File: src/rtl/player_pkg.sv
// Shared types and widths for the player ship block.
// Contents:
//   LIVES_W        width of the lives counter
//   POS_W          width of horizontal pixel positions
//   player_state_e one-hot ship controller state
package player_pkg;

  localparam int unsigned LIVES_W = 3;
  localparam int unsigned POS_W   = 10;

  typedef enum logic [4:0] {
    StIdle  = 5'b00001,
    StLeft  = 5'b00010,
    StRight = 5'b00100,
    StHit   = 5'b01000,
    StDead  = 5'b10000
  } player_state_e;

endpackage

File: src/rtl/tick_divider.sv
// Free-running clock divider producing a one-cycle tick every DIV_P cycles.
// The counter runs 0..DIV_P-1 and ticks on the wrap cycle; only reset clears it.
// Ports:
//   clk_i    clock
//   reset_ni asynchronous active-low reset
//   tick_o   high for one cycle when the counter wraps
module tick_divider #(
  parameter int unsigned DIV_P = 416667
) (
  input  logic clk_i,
  input  logic reset_ni,
  output logic tick_o
);

  localparam int unsigned CntW = (DIV_P > 1) ? $clog2(DIV_P) : 1;
  localparam logic [CntW-1:0] CntMax = CntW'(DIV_P - 1);

  logic [CntW-1:0] cnt_q, cnt_d;

  assign tick_o = (cnt_q == CntMax);

  always_comb begin
    cnt_d = tick_o ? '0 : cnt_q + CntW'(1);
  end

  always_ff @(posedge clk_i or negedge reset_ni) begin
    if (!reset_ni) begin
      cnt_q <= '0;
    end else begin
      cnt_q <= cnt_d;
    end
  end

endmodule

File: src/rtl/player_ship.sv
// Player ship controller: one-hot FSM, clamped stepped motion, lives, fire cooldown and
// pause/resume on hit or death.
// Optional feature: define PLAYER_SHIP_FLASH_EN to flash the ship while in HIT
// (visible toggles every 16 move ticks, starting visible).
// Ports:
//   clk_i, reset_ni         clock, asynchronous active-low reset
//   move_left_i/right_i     button levels
//   shoot_i                 shoot/resume button level (rising edge used)
//   hit_i, level_clear_i    single-cycle event pulses
//   alive_o, lives_o        lives status
//   pos_left_o, pos_right_o ship horizontal extent
//   fire_o                  one-cycle bullet launch pulse
//   paused_o, visible_o     game freeze / draw enable
//   state_o                 one-hot present state
module player_ship
  import player_pkg::*;
#(
  parameter int unsigned LIVES_P    = 3,
  parameter int unsigned SCREEN_W_P = 640,
  parameter int unsigned SHIP_W_P   = 32,
  parameter int unsigned START_X_P  = 304,
  parameter int unsigned STEP_P     = 2,
  parameter int unsigned MOVE_DIV_P = 416667,
  parameter int unsigned COOLDOWN_P = 8
) (
  input  logic               clk_i,
  input  logic               reset_ni,
  input  logic               move_left_i,
  input  logic               move_right_i,
  input  logic               shoot_i,
  input  logic               hit_i,
  input  logic               level_clear_i,
  output logic               alive_o,
  output logic [LIVES_W-1:0] lives_o,
  output logic [POS_W-1:0]   pos_left_o,
  output logic [POS_W-1:0]   pos_right_o,
  output logic               fire_o,
  output logic               paused_o,
  output logic               visible_o,
  output logic [4:0]         state_o
);

  localparam int unsigned CoolW = $clog2(COOLDOWN_P + 1);
  localparam logic [POS_W-1:0]   PosMax    = POS_W'(SCREEN_W_P - SHIP_W_P);
  localparam logic [POS_W-1:0]   StartX    = POS_W'(START_X_P);
  localparam logic [POS_W-1:0]   Step      = POS_W'(STEP_P);
  localparam logic [LIVES_W-1:0] LivesInit = LIVES_W'(LIVES_P);
  localparam logic [CoolW-1:0]   CoolLoad  = CoolW'(COOLDOWN_P);

  player_state_e      state_q, state_d;
  player_state_e      move_state;
  logic [LIVES_W-1:0] lives_q, lives_d;
  logic [POS_W-1:0]   pos_q, pos_d;
  logic [CoolW-1:0]   cool_q, cool_d;
  logic               shoot_q;
  logic               fire_q, fire_d;
  logic               tick;
  logic               shoot_edge;

  tick_divider #(
    .DIV_P(MOVE_DIV_P)
  ) u_tick (
    .clk_i   (clk_i),
    .reset_ni(reset_ni),
    .tick_o  (tick)
  );

  assign shoot_edge = shoot_i & ~shoot_q;

  always_comb begin
    if (move_left_i && !move_right_i) begin
      move_state = StLeft;
    end else if (move_right_i && !move_left_i) begin
      move_state = StRight;
    end else begin
      move_state = StIdle;
    end
  end

  always_comb begin
    state_d = state_q;
    lives_d = lives_q;
    pos_d   = pos_q;
    fire_d  = 1'b0;
    // Cooldown drains on every move tick regardless of state; later branches override.
    cool_d  = (tick && cool_q != '0) ? cool_q - CoolW'(1) : cool_q;

    unique case (state_q)
      StIdle, StLeft, StRight: begin
        // Priority: hit, then level clear, then normal motion and fire.
        if (hit_i) begin
          lives_d = lives_q - LIVES_W'(1);
          state_d = (lives_q == LIVES_W'(1)) ? StDead : StHit;
        end else if (level_clear_i) begin
          pos_d   = StartX;
          cool_d  = '0;
          state_d = StIdle;
        end else begin
          state_d = move_state;
          if (tick && state_q == StLeft) begin
            pos_d = (pos_q < Step) ? '0 : pos_q - Step;
          end else if (tick && state_q == StRight) begin
            // Widened sum so the saturation test cannot wrap.
            pos_d = ({1'b0, pos_q} + {1'b0, Step} > {1'b0, PosMax}) ? PosMax : pos_q + Step;
          end
          if (shoot_edge && cool_q == '0) begin
            fire_d = 1'b1;
            cool_d = CoolLoad;
          end
        end
      end
      StHit: begin
        if (shoot_edge) begin
          state_d = StIdle;
          cool_d  = '0;
        end
      end
      StDead: begin
        if (shoot_edge) begin
          state_d = StIdle;
          lives_d = LivesInit;
          pos_d   = StartX;
          cool_d  = '0;
        end
      end
      default: state_d = StIdle;
    endcase
  end

  always_ff @(posedge clk_i or negedge reset_ni) begin
    if (!reset_ni) begin
      state_q <= StIdle;
      lives_q <= LivesInit;
      pos_q   <= StartX;
      cool_q  <= '0;
      shoot_q <= 1'b0;
      fire_q  <= 1'b0;
    end else begin
      state_q <= state_d;
      lives_q <= lives_d;
      pos_q   <= pos_d;
      cool_q  <= cool_d;
      shoot_q <= shoot_i;
      fire_q  <= fire_d;
    end
  end

`ifdef PLAYER_SHIP_FLASH_EN
  logic [3:0] flash_cnt_q;
  logic       flash_q;

  // Held at "visible, count 0" outside HIT so every entry starts visible.
  always_ff @(posedge clk_i or negedge reset_ni) begin
    if (!reset_ni) begin
      flash_cnt_q <= '0;
      flash_q     <= 1'b1;
    end else if (state_q != StHit) begin
      flash_cnt_q <= '0;
      flash_q     <= 1'b1;
    end else if (tick) begin
      flash_cnt_q <= flash_cnt_q + 4'd1;
      if (flash_cnt_q == 4'd15) begin
        flash_q <= ~flash_q;
      end
    end
  end

  assign visible_o = (state_q == StDead) ? 1'b0 : (state_q == StHit) ? flash_q : 1'b1;
`else
  assign visible_o = (state_q != StDead);
`endif

  assign alive_o     = (lives_q != '0);
  assign lives_o     = lives_q;
  assign pos_left_o  = pos_q;
  assign pos_right_o = pos_q + POS_W'(SHIP_W_P - 1);
  assign fire_o      = fire_q;
  assign paused_o    = (state_q == StHit) || (state_q == StDead);
  assign state_o     = state_q;

endmodule

File: config.mk
export PLATFORM = sky130hd
export DESIGN_NAME = player_ship
export DESIGN_NICKNAME = d
export VERILOG_FILES = /design/src/rtl/player_pkg.sv /design/src/rtl/tick_divider.sv /design/src/rtl/player_ship.sv
export SDC_FILE = /design/constraint.sdc
export NUM_CORES = 1
export LEC_CHECK = 0
export ABC_AREA = 1
export ABC_CLOCK_PERIOD_IN_PS = 6400
export CELL_PAD_IN_SITES_DETAIL_PLACEMENT = 1
export CELL_PAD_IN_SITES_GLOBAL_PLACEMENT = 1
export CORE_MARGIN = 2
export CORE_UTILIZATION = 44
export DETAILED_ROUTE_END_ITERATION = 6
export HOLD_SLACK_MARGIN = 0.08
export PLACE_DENSITY_LB_ADDON = 0.08
export SYNTH_ARGS = -nofsm -noshare
export SYNTH_HDL_FRONTEND = slang
export SYNTH_HIERARCHICAL = 1
export SYNTH_SLANG_ARGS = --single-unit
File: constraint.sdc
create_clock -name clk_i -period 6.4 [get_ports clk_i]
set_input_delay 1.28 -clock clk_i [delete_from_list [all_inputs] [get_ports clk_i]]
set_output_delay 1.28 -clock clk_i [all_outputs]
set_load 0.05 [all_outputs]
==> results.txt <==
The run finished with clean final reports. Routability-driven placement finished with a final weighted congestion of 0.907. The worst setup path is launched from a flop. The initial antenna violation count is 0. STA classifies the critical path endpoint as an output pin. The most common cell after layout, fill and taps aside is nand2_1. The repair_antennas step left the layout with diodes totalling 0. The number of gates resized after CTS is 0. The cell-internal power came out at between 0.6 and 0.7 mW.

In the routed layout, each cell is associated on average with a via count of 5.18. In this run the worst setup path begins at pos_left_o[4]$_DFFE_PN1P_. The least setup slack across all paths after layout came out at between 2000 and 3000 ps. The slew of the pin with the lowest slew margin came out at 970 ps. At the later pin of the worst-skew pair, clock insertion delay measures 300 ps. The reg-to-reg critical path startpoint is u_tick/cnt_q[0]$_DFF_PN0_. The overall power consumption came out at 1.18 mW. The cell count after synthesis came out at 408. The share of layout cells above drive strength 1 came out at 16.8%. The worst slack at placement is between 3000 and 4000 ps. In this run, placement finished with an instance count of 519.

The clock buffer count from CTS is 5. The layout overhead on the synthesized area is 17.3%. The final design instance area without fill came out at 3580 um2. For this run, design rule violations remaining after detail routing come to 0. In this run the horizontal extent of the chip is ~87 um.

The worst max-slew margin expressed relative to the limit came out at 35.3%. The per-instance average area after synthesis is 7.47 um2. The worst-case clock skew came out at 10.3 ps. The largest buffer count on any clock path came out at 2. The number of core rows is 30. Pin placement for this block handled 39 I/O pins. The via count of the routed design came out at 2731. The count of buffering cells on the critical path with inverters included is 2. The peak ir drop on the vdd network is 0.000301 V. The number of maximum-capacitance constraint violations is 0. Once placement finished, the instance area stood at 3470 um2. The delay of the slowest critical-path stage is a little over 800 ps. The vertical extent of the die is 87.2 um. The clock-pin slew on the worst setup and hold paths came out at 80 ps. Global routing finished with a remaining overflow of 0.

The power per cell area came out at 331 nW/um2. The required time at the endpoint of the critical path came out at 5120 ps. For this block, the initial DRC count from the detailed router was between 60 and 70.

The startpoint of the worst hold path is u_tick/cnt_q[0]$_DFF_PN0_. The final critical-path share of the clock period is 57.7%. Setup repair after global routing left no endpoint under its margin. The overall routed net length came out at 7830 um.

The switching power of the nets came out at between 0.5 and 0.6 mW. The die footprint is 7610 um2. The number of distinct library cells after synthesis is between 40 and 50.

The number of global-route vias before repair is between 2000 and 3000. Summing all multi-input logic gate instances after layout gives 1730 um2. The root buffer cell chosen for the clock tree is clkbuf_8. The final layout net count is 464. The count of state elements after synthesis is 42. Once layout is complete, the cells apart from fillers number 527. Post-CTS timing repair inserted 0 buffers for setup. In the final timing run, aggregate negative setup slack is 0 ps. The total standard cell area after synthesis came out at 3050 um2. The number of max-slew violations in the final report is 0. The leading register cell type out of synthesis is dfrtp_1. The count of buffers added on input and output ports is 36.

Net switching is 48.7% of the power. Traced cell by cell, the critical path runs through inv_1 -> nand3_1 -> nand2_1 -> nor2_1 -> xor2_1 -> clkdlybuf4s50_1. The placeable core area came out at a little under 7000 um2. The average wire per cell in the routed design came out at 14.9 um. The path class of the tightest hold or removal check is reg -> reg. The top cell types in the final layout, fill and taps aside, are 83 x nand2_1, 60 x nor2_1, 50 x inv_1.

The number of enable-type register cells in the synthesized netlist came out at 0. The first detailed-routing pass took 4 iterations. For this configuration, the core starts out at a cell density of a little under half. The minimum clock period is between 3000 and 4000 ps. The share of total power in sequential cells is 29.2%.

The sequential cell area is 1060 um2. The number of warnings reported in the yosys synthesis log is 6. The pin count of the biggest net entering global routing is 43. The cts-stage hold buffer count came out at 0. The slowest stage of the critical path is the clkdlybuf4s50_1 cell. For this run, the top clock speed supported by timing is 0.271 GHz.

The total of endpoints with negative setup slack in the final report is 0. The HPWL after detailed placement is 6090 um. Combinational logic is responsible for a little over half of the overall power. For this design the static power due to leakage is 1.74 nW. The worst endpoint data arrival time is 2410 ps. The kind of cell adding the most delay to the critical path is buffers and inverters.

The total number of clock tree sinks came out at between 40 and 50. The portion of total power attributed to the clock network is around 18%. The number of nets with antenna violations after routing is 0.

TritonCTS built the clock tree. The number of levels the H-tree was split into is 2. The global-route wire length before repair is 13700 um.

Counting the fill cells in the layout gives 877. The total track usage is 22.9%. The final-report hold violation count is 0. The largest fanout of any net on the critical path is 10. The portion of the post-synthesis area used by sequential elements is 34.7%. The fraction of synthesis flops using an asynchronous set or reset pin came out at 100%.

By startpoint and endpoint, the worst setup path is classified as reg -> out. The net count after synthesis came out at 426.
## metrics by stage
stage | hold WS (ps) | utilization (%)
6_report | 536 | 52.9
3_5_place_dp | 531 | 51.3
3_3_place_gp | 526 | 51.3
4_1_cts | 544 | 52.9
2_1_floorplan | 474 | -
5_1_grt | 562 | 52.9
## sequential cells by signal (all words and copies together) (netlist names)
register,count
lives_o,3
cool_q,4
state_o,5
u_tick/cnt_q,19
shoot_q,1
pos_left_o,9
fire_o,1
## kinds of logic (layout without fill, tap and decap cells)
| logic type | Yosys count | in the layout | synth area share (%) |
|---|---|---|---|
| DFF | 42 | 42 | 34.7 |
| buffers and inverters | 64 | 103 | 8.50 |
| xor gates and xnor gates | 20 | 20 | 5.75 |
| adders and majority gates | 11 | 11 | 4.52 |
| and+or+nand+nor | 231 | 231 | 38.0 |
| AOI/OAI and AO/OA | 37 | 37 | 7.88 |
| muxes | 1 | 1 | 0.369 |
| other | 2 | 2 | 0.246 |
## synthesized netlist by cell type, types with 3 or more instances
master	instances	area [um2]
buf_4	5	37.5
inv_1	50	188
nand3_2	6	60.1
nor2_2	10	62.6
dfrtp_1	36	901
inv_2	7	26.3
xor2_1	17	149
nor2_4	7	78.8
o21ai_0	10	50.1
ha_1	11	138
nand4_1	10	62.6
nor2_1	60	225
dfstp_2	6	158
xnor2_1	3	26.3
a21oi_2	4	35.0
a21oi_1	10	50.1
nand3_1	26	130
nand2_2	15	93.8
nand2_1	83	312
nor3_1	5	25.0
## per-layer routing
| layer | vias up | global-route usage [%] | wire (um) |
|---|---|---|---|
| met1 | 1332 | 29.0 | 3520 |
| met5 | - | 0 | 0 |
| met2 | 34 | 40.5 | 4010 |
| met4 | 0 | 4.90 | 67 |
| li1 | 1360 | - | - |
| met3 | 5 | 4.27 | 236 |
## power by group through the flow
| stage | combinational (mW) | clock, mW | sequential, mW |
|---|---|---|---|
| after floorplan | 0.359 | 0 | 0.430 |
| after global routing | 0.680 | 0.232 | 0.353 |
| final | 0.624 | 0.213 | 0.346 |
| after global placement | 0.614 | 0 | 0.349 |
| after detailed placement | 0.623 | 0 | 0.351 |
| after CTS | 0.629 | 0.222 | 0.346 |
## final cells by class
cell class              instances  area share (%)
clock buffers                   6            2.03
well taps                      80            2.80
flip-flops and latches         42            29.6
multi-input cells             302            48.4
clock inverters                 2            1.05
repair buffers                 36            9.94
inverters                      59            6.19
## final timing paths
check / to / slack [ps] / cells after the start
setup / recovery: pos_right_o[8] / 2710 / 6
hold / removal: u_tick/cnt_q[0]$_DFF_PN0_ / 540 / 1
min in group asynchronous: u_tick/cnt_q[8]$_DFF_PN0_ / 1130 / 1
max in group asynchronous: pos_left_o[7]$_DFFE_PN0P_ / 4670 / 1
hold reg to reg: u_tick/cnt_q[0]$_DFF_PN0_ / 540 / 1
setup reg to reg: pos_left_o[5]$_DFFE_PN1P_ / 3700 / 12
No activity file was read; power rests on OpenSTA's default activity.
